<file path="src/rtl/mb_lane_pattern_checker_pkg.sv">
// Shared MBINIT definitions: PRBS23 polynomial and seed, checker FSM
// encoding, mainband lane count, and a single-step PRBS23 helper.
package mb_lane_pattern_checker_pkg;

  localparam int MB_LANES = 16;
  localparam int PRBS23_W = 23;

  // x^23+x^21+x^18+x^15+x^7+x^2+1 : term x^k taps state bit k-1.
  localparam logic [PRBS23_W-1:0] PRBS23_TAPS = 23'h524042;
  // Lane-0 load value.
  localparam logic [PRBS23_W-1:0] PRBS23_SEED = 23'h1DBFBC;

  typedef enum logic [1:0] {
    ST_IDLE    = 2'd0,
    ST_COMPARE = 2'd1,
    ST_EVAL    = 2'd2,
    ST_DONE    = 2'd3
  } mb_chk_state_e;

  // Fibonacci step, shifting toward the MSB; new bit enters at bit 0.
  function automatic logic [PRBS23_W-1:0] prbs23_step(input logic [PRBS23_W-1:0] s);
    return {s[PRBS23_W-2:0], ^(s & PRBS23_TAPS)};
  endfunction

endpackage

</file>
<file path="src/rtl/mb_lane_pattern_checker_prbs.sv">
// mb_prbs23_gen: PRBS23 state register with load and advance.
// Ports:
//   CLK, rst_n : clock, async active-low reset (state resets to SEED)
//   load_i     : reload SEED (wins over adv_i)
//   adv_i      : advance one PRBS step
//   state_o    : current 23-bit state
module mb_prbs23_gen
  import mb_lane_pattern_checker_pkg::*;
#(
  parameter logic [PRBS23_W-1:0] SEED = PRBS23_SEED
) (
  input  logic                CLK,
  input  logic                rst_n,
  input  logic                load_i,
  input  logic                adv_i,
  output logic [PRBS23_W-1:0] state_o
);

  logic [PRBS23_W-1:0] lfsr_q, lfsr_d;

  always_comb begin
    lfsr_d = lfsr_q;
    if (load_i)     lfsr_d = SEED;
    else if (adv_i) lfsr_d = prbs23_step(lfsr_q);
  end

  always_ff @(posedge CLK or negedge rst_n) begin
    if (!rst_n) lfsr_q <= SEED;
    else        lfsr_q <= lfsr_d;
  end

  assign state_o = lfsr_q;

endmodule

</file>
<file path="config.mk">
export PLATFORM = sky130hd
export DESIGN_NAME = mb_prbs23_gen
export DESIGN_NICKNAME = d
export VERILOG_FILES = /design/src/rtl/mb_lane_pattern_checker_pkg.sv /design/src/rtl/mb_lane_pattern_checker_prbs.sv
export SDC_FILE = /design/constraint.sdc
export NUM_CORES = 1
export LEC_CHECK = 0
export ABC_AREA = 1
export CAP_MARGIN = 20
export CORE_ASPECT_RATIO = 1.4
export CORE_MARGIN = 2
export CORE_UTILIZATION = 42
export CTS_BUF_LIST = sky130_fd_sc_hd__clkbuf_4 sky130_fd_sc_hd__clkbuf_8 sky130_fd_sc_hd__clkbuf_16
export DETAILED_ROUTE_END_ITERATION = 10
export GPL_ROUTABILITY_DRIVEN = 0
export PLACE_DENSITY_LB_ADDON = 0.15
export REMOVE_ABC_BUFFERS = 1
export SLEW_MARGIN = 25
export SYNTH_ARGS = -nofsm -noshare
export SYNTH_HDL_FRONTEND = slang
export SYNTH_SLANG_ARGS = --single-unit
export TNS_END_PERCENT = 30
</file>
<file path="constraint.sdc">
create_clock -name CLK -period 1.1 [get_ports CLK]
set_input_delay 0.22 -clock CLK [delete_from_list [all_inputs] [get_ports CLK]]
set_output_delay 0.22 -clock CLK [all_outputs]
set_load 0.03 [all_outputs]
</file>
==> results of run 1 <==
worst max-delay path by stage:
stage,start,endpoint,slack [ns]
after floorplan,state_o[20],state_o[0],-0.12
after global placement,adv_i,state_o[17],-0.18
after CTS,state_o[20],state_o[20],-0.20
final,state_o[20],state_o[20],-0.19
after global routing,state_o[20],state_o[20],-0.23
after detailed placement,adv_i,state_o[6],-0.22
synthesized netlist by cell type (3+ instances only):
library cell	number
a21oi_1	14
buf_6	3
dfrtp_1	7
dfstp_2	16
inv_1	7
inv_2	6
nand2_1	39
nand2_2	4
nand3_1	4
o21ai_0	5
o22ai_1	6
kinds of logic (layout without fill, tap and decap cells):
family	count (synthesis)	after routing	share of synthesized area [%]
flip-flops	23	23	56.8
AO/OA/AOI/OAI	27	27	13.6
buffers and inverters	18	62	8.83
AND/OR/NAND/NOR	50	50	20.8
critical path, delay by kind of cell (launching register included):
kind / cells / cell delay (ns)
flip-flops: 1 / 0.56
buffers and inverters: 2 / 0.20
per-layer routing:
metal | GRT usage [%] | up-vias | routed length [um]
met1 | 21.8 | 468 | 911
met3 | 2.58 | 5 | 89
met4 | 8.57 | 0 | 36
met2 | 32.3 | 25 | 1370
li1 | - | 466 | -
met5 | 0 | - | 0
cell usage in the layout (no fill, tap or decap):
master            n
nand2_1          39
nand2_2           4
o21ai_1           3
o22ai_1           6
inv_1             6
nand3_1           4
dfstp_2          16
nor2_4            2
dfrtp_1           6
buf_4            16
a21oi_1          14
buf_6            25
buf_12            1
clkdlybuf4s50_1   3
inv_2             7
nor2_1            1
clkbuf_4          4
o21ai_0           4
dfrtp_2           1
final cells by class:
cell class,instances,area share [%]
multi-input cells,77,23.5
clock buffers,4,1.96
flip-flops and latches,23,39.0
inverters,13,3.19
well taps,34,2.78
repair buffers,45,29.5
power by group:
part / internal [W] / switching [W] / leakage (nW)
Combinational: 0.000249 / 0.000313 / 0.467
Sequential: 0.000941 / 0.0000570 / 0.260
Clock: 0.000166 / 0.000249 / 0.0184
Total: 0.00136 / 0.000619 / 0.745
metrics by stage:
step | hold slack, ns | power, W | std cells | setup TNS [ns] | utilization [%]
floorplan | -0.0756 | 0.00127 | 113 | -0.118 | -
global placement | 0.466 | 0.00148 | 184 | -2.87 | 56.3
detailed placement | 0.468 | 0.00149 | 184 | -3.36 | 56.3
CTS | 0.237 | 0.00198 | 195 | -2.46 | 63.6
global route | 0.243 | 0.00206 | 196 | -2.99 | 64.0
finish | 0.235 | 0.00198 | 196 | -2.33 | 64.0
timing repair:
action	4_1_cts	5_1_grt
setup endpoints to repair	24	25
resized for setup	26	2
setup buffers	7	1
hold buffers	0	0
==> metrics.csv, run 1 <==
stage,metric,value,unit
run_status,status,finished with violations,
run_status,violations,setup timing,
worst_setup_path,timing.rr.end,state_o[0],
sta,finalWorstSetupSlack,-0.193,ns
power,max-vdd-ir-drop,0.763,mV
sta,fin_crit,1.29,ns
placement,dp_hpwl,1810,um
worst_setup_path,cp_max_fo,2,
drt,drt_iter0_drc,20,
hold_path,min_path_type,input port to async pin,
layout,area_delta_synth_final,45.9,%
cts,root_buffer,clkbuf_4,
synth,netlist_top_cells_area,"dfstp_2 40%, dfrtp_1 17%, nand2_1 14%",
layout,stdcell_area,1530,um^2
worst_setup_path,ff2ff_setup_slack,-0.12,ns
layout,fill_cells,204,
die,die_area,2920,um^2
drt,ant_nets,0,
sta,worst_clock_skew,0.00248,ns
drt,route.detailed.drc,0,
layout,area.sequential,597,um^2
power,p_per_area,1290,nW/um^2
cts,clkSinkCount,23,
cts,clk_pin_slew,0.12,ns
worst_setup_path,slowest_stage,dfstp_2,
cts,cts_max_level,1,
drt,dr_total_vias,964,
sta,rsz0062_at_grt,yes,
die,die_h,63.1,um
synth,yosysTopAreaCell,dfstp_2,
worst_setup_path,critPathMaxStageDelay,0.56,ns
sta,worst_pin_slew,0.214,ns
synth,ys_seq_elements,23,
worst_setup_path,r2r_start,state_o[20],
die,core,2390,um^2
synth,synth_top_area_share,40.1,%
synth,syn_area_per_cell,8.89,um^2
synth,synth_edf_count,0,
drt,viasPerCell,4.92,
synth,syn_inst,118,
global_route,antenna_found_initial,0,
drt,wl_per_cell,12.3,um
worst_setup_path,end_kind,output pin,
sta,hold_violations,0,
die,row_count,21,
sta,finalCritPeriodShare,118,%
die,pin_count,27,
layout,antenna_cells,0,
flow_run,drv_cap,0,
layout,multi_input_area,360,um^2
die,start_util,43.9,%
cts,cts_tree,yes,
layout,drive_above_1_share,46.9,%
synth,seq_area_frac_synth,56.8,%
die,dieWidth,46.2,um
placement,io_buffers,26,
synth,synth-async-reset-ratio,100,%
cts,clkLatencyLatePin,0.31,ns
layout,fin_nets,167,
worst_setup_path,cp_cell_sequence,"buf_6, buf_6",
global_route,grt_use_total,18.8,%
global_route,grt_pass1_wl,4080,um
drt,wl,2400,um
synth,synth_warnings,0,
global_route,grt_overflow_total,0,
global_route,grt_start_max_net_pins,24,
sta,slew_viol_final,0,
sta,max_freq,0.773,GHz
synth,synth_cell_types,15,
layout,largest_register_ffs,23,
worst_setup_path,worst-r2r-cell-count,10,
placement,place_ws,-0.218,ns
worst_setup_path,cp.required,0.88,ns
worst_setup_path,path_class,flop to output pin,
power,leakage,0.745,nW
cts,cts_buffer_depth,2,
worst_setup_path,cp_common_cell,buf_6,
global_route,grt_pass1_vias,987,
worst_setup_path,cp-start-kind,flop,
drt,firstDrtPassIters,4,
synth,netlist_area,1050,um^2
cts,cts_buffers,3,
sta,finalSetupViolCount,23,
placement,postPlaceCellArea,1350,um^2
sta,relSlewSlack,85.6,%
worst_setup_path,crit_arrival,1.07,ns
synth,synth_ff_type,dfstp_2,
Power figures use the tool's default switching activity.
==> inputs of run 2 (changes only) <==
- CORE_MARGIN: 2 -> unset
==> metrics.csv, run 2 (synthesized netlist as in run 1, its figures left out) <==
stage,metric,value,unit,change
global_route,grt_use_total,19.1,%,+0.35 points
run_status,status,finished with violations,,
drt,wl,2330,um,-3.2%
layout,antenna_cells,0,,unchanged
layout,finalNonFillerCells,187,,-4.6%
worst_setup_path,crit_arrival,1.07,ns,about the same
layout,post-route-util,64.8,%,+0.76 points
layout,final_cell_mix,"39 x nand2_1, 25 x buf_6, 18 x buf_4, 16 x dfstp_2, 14 x a21oi_1",,
die,die_area,2700,um^2,-7.4%
power,pwr-share-comb,29.2,%,+0.8 points
cts,root_buffer,clkbuf_4,,
die,pin_count,27,,unchanged
drt,wl_per_cell,12.4,um,+1.5%
power,max-vdd-ir-drop,0.733,mV,-4.0%
worst_setup_path,path_class,flop to output pin,,
placement,dp_cells,173,,-6.0%
layout,largest_register_ffs,23,,unchanged
global_route,grt_start_max_net_pins,24,,unchanged
layout,fill_cells,206,,+0.98%
die,start_util,44.3,%,+0.49 points
power,p_clk_share,19.9,%,-1.1 points
die,dieWidth,44.2,um,-4.3%
sta,fin_crit,1.29,ns,-0.00399 ns
sta,rsz0062_at_grt,yes,,
global_route,grt_overflow_total,0,,unchanged
die,row_count,21,,unchanged
layout,fin_nets,169,,+1.2%
sta,worst_clock_skew,0.00407,ns,+0.00160 ns
power,finalPower,0.00196,W,-0.84%
power,sequentialPowerShare,50.9,%,+0.4 points
power,p_per_area,1280,nW/um^2,-0.92%
sta,finalSetupViolCount,23,,unchanged
cts,cts_buffers,3,,unchanged
run_status,violations,setup timing,,
worst_setup_path,cp.required,0.88,ns,about the same
worst_setup_path,cp_max_fo,2,,unchanged
cts,cts_buffer_depth,2,,unchanged
drt,dr_total_vias,947,,-1.8%
die,die_h,61.1,um,-3.2%
layout,multi_input_area,360,um^2,unchanged
cts,clkLatencyLatePin,0.31,ns,about the same
power,p_int,0.00134,W,-1.5%
global_route,grt_pass1_wl,3800,um,-6.8%
power,leakage,0.751,nW,+0.69%
sta,max_freq,0.776,GHz,+0.31%
hold_path,min_path_type,input port to async pin,,
placement,postPlaceCellArea,1330,um^2,-1.0%
sta,finalWorstSetupSlack,-0.189,ns,+0.00399 ns
placement,io_buffers,26,,unchanged
global_route,antenna_found_initial,0,,unchanged
placement,dp_hpwl,1770,um,-2.5%
layout,area_delta_synth_final,46.1,%,about the same
drt,viasPerCell,5.06,,+3.0%
layout,stdcell_area,1530,um^2,about the same
layout,layout_commonest_cell,nand2_1,,
drt,firstDrtPassIters,6,,+2
layout,drive_above_1_share,47.6,%,+0.65 points
flow_run,drv_cap,0,,unchanged
power,switching_power,0.000623,W,+0.67%
sta,worst_pin_slew,0.167,ns,-0.0473 ns
sta,slew_viol_final,0,,unchanged
cts,cts_tree,yes,,
cts,clkSinkCount,23,,unchanged
power,power.share.switching,31.8,%,+0.48 points
sta,hold_violations,0,,unchanged
layout,area.sequential,597,um^2,unchanged
cts,cts_max_level,1,,unchanged
worst_setup_path,cp-start-kind,flop,,
drt,route.detailed.drc,0,,unchanged
drt,drt_iter0_drc,14,,-30%
cts,holdBufCountCts,0,,unchanged
global_route,grt_pass1_vias,914,,-7.4%
die,core,2360,um^2,-1.1%
sta,finalCritPeriodShare,117,%,-0.36 points
cts,clk_pin_slew,0.13,ns,about the same
worst_setup_path,ff2ff_setup_slack,-0.10,ns,+0.02 ns
worst_setup_path,end_kind,output pin,,
drt,ant_nets,0,,unchanged
sta,relSlewSlack,88.8,%,+3.2 points
run 2: final cells by class:
cell class              instances  share of cell area, %
well taps                      23                   1.88
clock buffers                   3                   1.47
clock inverters                 1                  0.490
repair buffers                 47                   30.5
multi-input cells              77                   23.5
flip-flops and latches         23                   39.0
inverters                      13                   3.19
run 2: final timing paths:
path / from / to / cells after the start
worst max register to register: state_o[20] / state_o[0] / 10
min in group CLK: state_o[10] / state_o[10] / 2
worst min-delay path: rst_n / state_o[22] / 2
max in group asynchronous: rst_n / state_o[10] / 2
worst min register to register: state_o[10] / state_o[10] / 2
worst max-delay path: state_o[20] / state_o[20] / 2
run 2: power groups by stage:
stage                     Combinational, W  Clock [W]  Sequential (W)
after global placement            0.000475          0         0.00100
final                             0.000571   0.000390        0.000997
after global routing              0.000618   0.000434         0.00100
after floorplan                   0.000139          0         0.00113
after CTS                         0.000568   0.000408        0.000998
after detailed placement          0.000483          0         0.00101
run 2: critical path: stages (launching register included):
cell and delay, ns:
dfstp_2 0.56, buf_6 0.09, buf_6 0.12
run 2: what timing repair did:
item / CTS / global route
pin swaps: 1 / 0
setup endpoints to repair: 24 / 24
cloned: 0 / 0
gates resized for setup: 28 / 0
buffers inserted: 8 / 2
run 2: routing by layer:
layer	track usage (%)	wire length [um]
met1	23.4	956
met2	34.5	1290
met3	1.76	55
met4	7.79	19
met5	0	0
run 2: through the flow:
| stage | setup slack (ns) | TNS (ns) | hold slack (ns) |
|---|---|---|---|
| after detailed placement | -0.245 | -3.41 | 0.470 |
| after global placement | -0.193 | -3.03 | 0.468 |
| after floorplan | -0.118 | -0.118 | -0.0756 |
| after CTS | -0.200 | -2.57 | 0.234 |
| after global routing | -0.218 | -3.20 | 0.227 |
| final | -0.189 | -2.29 | 0.241 |
==> inputs of run 3 (changes only) <==
- CORE_UTILIZATION: 42 -> 45
- SLEW_MARGIN: 25 -> 40
- clock period: 1.1 -> 1.5 ns (I/O delays scaled with it)
==> metrics.csv, run 3 (synthesized netlist as in run 1, its figures left out) <==
stage,metric,value,unit,change
hold_path,min_path_type,input port to async pin,,
placement,dp_hpwl,1730,um,-2.0%
die,core,2180,um^2,-7.9%
drt,firstDrtPassIters,4,,-2
layout,layout_commonest_cell,nand2_1,,
worst_setup_path,cp_max_fo,4,,+2
drt,route.detailed.drc,0,,unchanged
layout,fin_nets,154,,-8.9%
drt,wl_per_cell,13.1,um,+5.2%
drt,viasPerCell,5.33,,+5.3%
placement,io_buffers,26,,unchanged
worst_setup_path,path_class,flop to output pin,,
run_status,status,finished clean,,
sta,worst_pin_slew,0.299,ns,+0.132 ns
sta,rsz0062_at_grt,no,,
cts,postCtsSetupRepairBufs,0,,-8
worst_setup_path,cp_top_family,flip-flops,,
worst_setup_path,critPathMaxStageDelay,0.43,ns,-0.13 ns
sta,relSlewSlack,80.2,%,-8.6 points
global_route,met3_usage,1.83,%,+0.070 points
sta,max_freq,0.687,GHz,
global_route,antenna_found_initial,0,,unchanged
cts,cts_tree,yes,,
die,start_util,48.2,%,+3.8 points
sta,holdWs,0.314,ns,+0.0722 ns
sta,finalCritPeriodShare,97.0,%,
sta,fin_setup_tns,0,ns,+2.29 ns
global_route,gr-max-usage-layer,met2,,
worst_setup_path,crit_arrival,1.15,ns,+0.08 ns
global_route,grt_pass1_wl,3800,um,unchanged
worst_setup_path,cp-start-kind,flop,,
layout,antenna_cells,0,,unchanged
drt,dr_total_vias,912,,-3.7%
layout,fill_cells,194,,-5.8%
cts,root_buffer,clkbuf_4,,
cts,cts_buffers,3,,unchanged
die,die_h,59.1,um,-3.3%
layout,final_cell_mix,"39 x nand2_1, 21 x buf_4, 16 x dfstp_2, 14 x a21oi_1",,
drt,ant_nets,0,,unchanged
power,leakage,0.666,nW,-11%
die,dieWidth,42.8,um,-3.2%
worst_setup_path,cp.required,1.20,ns,+0.32 ns
global_route,grt_overflow_total,0,,unchanged
worst_setup_path,cp_cell_sequence,dlygate4sd2_1,,
cts,cts_buffer_depth,2,,unchanged
worst_setup_path,critical_path_buf_inv_count,1,,-1
layout,drive_above_1_share,36.2,%,-11 points
power,max-vdd-ir-drop,0.644,mV,-12%
sta,worst_clock_skew,0.00174,ns,-0.00233 ns
cts,clkLatencyLatePin,0.31,ns,about the same
layout,area_delta_synth_final,27.1,%,
drt,drt_iter0_drc,27,,+13
global_route,grt_start_max_net_pins,24,,unchanged
cts,clk_pin_slew,0.12,ns,about the same
sta,hold_violations,0,,unchanged
sta,fin_crit,1.45,ns,
power,p_per_area,1030,nW/um^2,-20%
die,row_count,20,,-4.8%
cts,clkSinkCount,23,,unchanged
global_route,grt_use_total,20.5,%,+1.4 points
worst_setup_path,slowest_stage,dfrtp_1,,
die,die_area,2530,um^2,-6.4%
flow_run,drv_cap,0,,unchanged
global_route,grt_pass1_vias,870,,-4.8%
global_route,met2_usage,34.4,%,-0.038 points
die,pin_count,27,,unchanged
drt,wl,2240,um,-3.8%
layout,largest_register_ffs,23,,unchanged
worst_setup_path,end_kind,output pin,,
sta,finalSetupViolCount,0,,-100%
cts,cts_max_level,1,,unchanged
sta,slew_viol_final,0,,unchanged
global_route,gr-usage-met1,26.2,%,+2.8 points
[run 3: repair_timing]
item                       4_1_cts  5_1_grt
resized for setup                7        1
hold buffers                     0        0
setup endpoints to repair        7        1
hold endpoints to repair         0        0
[run 3: worst paths after layout]
path                       depth (start not counted)  slack (ns)   startpoint           to
max in group asynchronous                          2        0.91        rst_n   state_o[9]
min reg2reg                                        2        0.49   state_o[8]   state_o[8]
min in group CLK                                   2        0.49   state_o[8]   state_o[8]
min                                                2        0.31        rst_n  state_o[21]
max reg2reg                                        9        0.30  state_o[20]   state_o[0]
max                                                1        0.05  state_o[17]  state_o[17]
[run 3: layer usage]
metal,part of all wire [%],vias up,wire (um)
met3,3.8,5,84
met1,40,437,886
li1,-,441,-
met5,0,-,0
met2,54,29,1220
met4,2.1,0,48
[run 3: final cells by class]
| class | count | area (um^2) | share of cell area [%] |
|---|---|---|---|
| well taps | 22 | 27.5 | 2.07 |
| multi-input cells | 77 | 360 | 27.0 |
| clock buffers | 4 | 30.0 | 2.25 |
| flip-flops and latches | 23 | 596 | 44.7 |
| repair buffers | 32 | 270 | 20.3 |
| inverters | 13 | 48.8 | 3.66 |
[run 3: through the flow]
stage	util [%]	power [W]	instances	area [um^2]	setup WS, ns
after floorplan	-	0.000929	113	1000	0.282
after global routing	61.2	0.00144	171	1330	0.00578
after global placement	60.2	0.00108	167	1310	0.122
final	61.2	0.00137	171	1330	0.0454
after CTS	61.1	0.00139	171	1330	0.0272
after detailed placement	60.2	0.00109	167	1310	0.102
[run 3: power breakdown]
| group | internal, W | switching [W] | total [W] | leakage [nW] |
|---|---|---|---|---|
| sequential | 0.000689 | 0.0000377 | 0.000727 | 0.261 |
| clock | 0.000122 | 0.000184 | 0.000306 | 0.0184 |
| combinational | 0.000121 | 0.000216 | 0.000337 | 0.387 |
| total | 0.000933 | 0.000437 | 0.00137 | 0.666 |
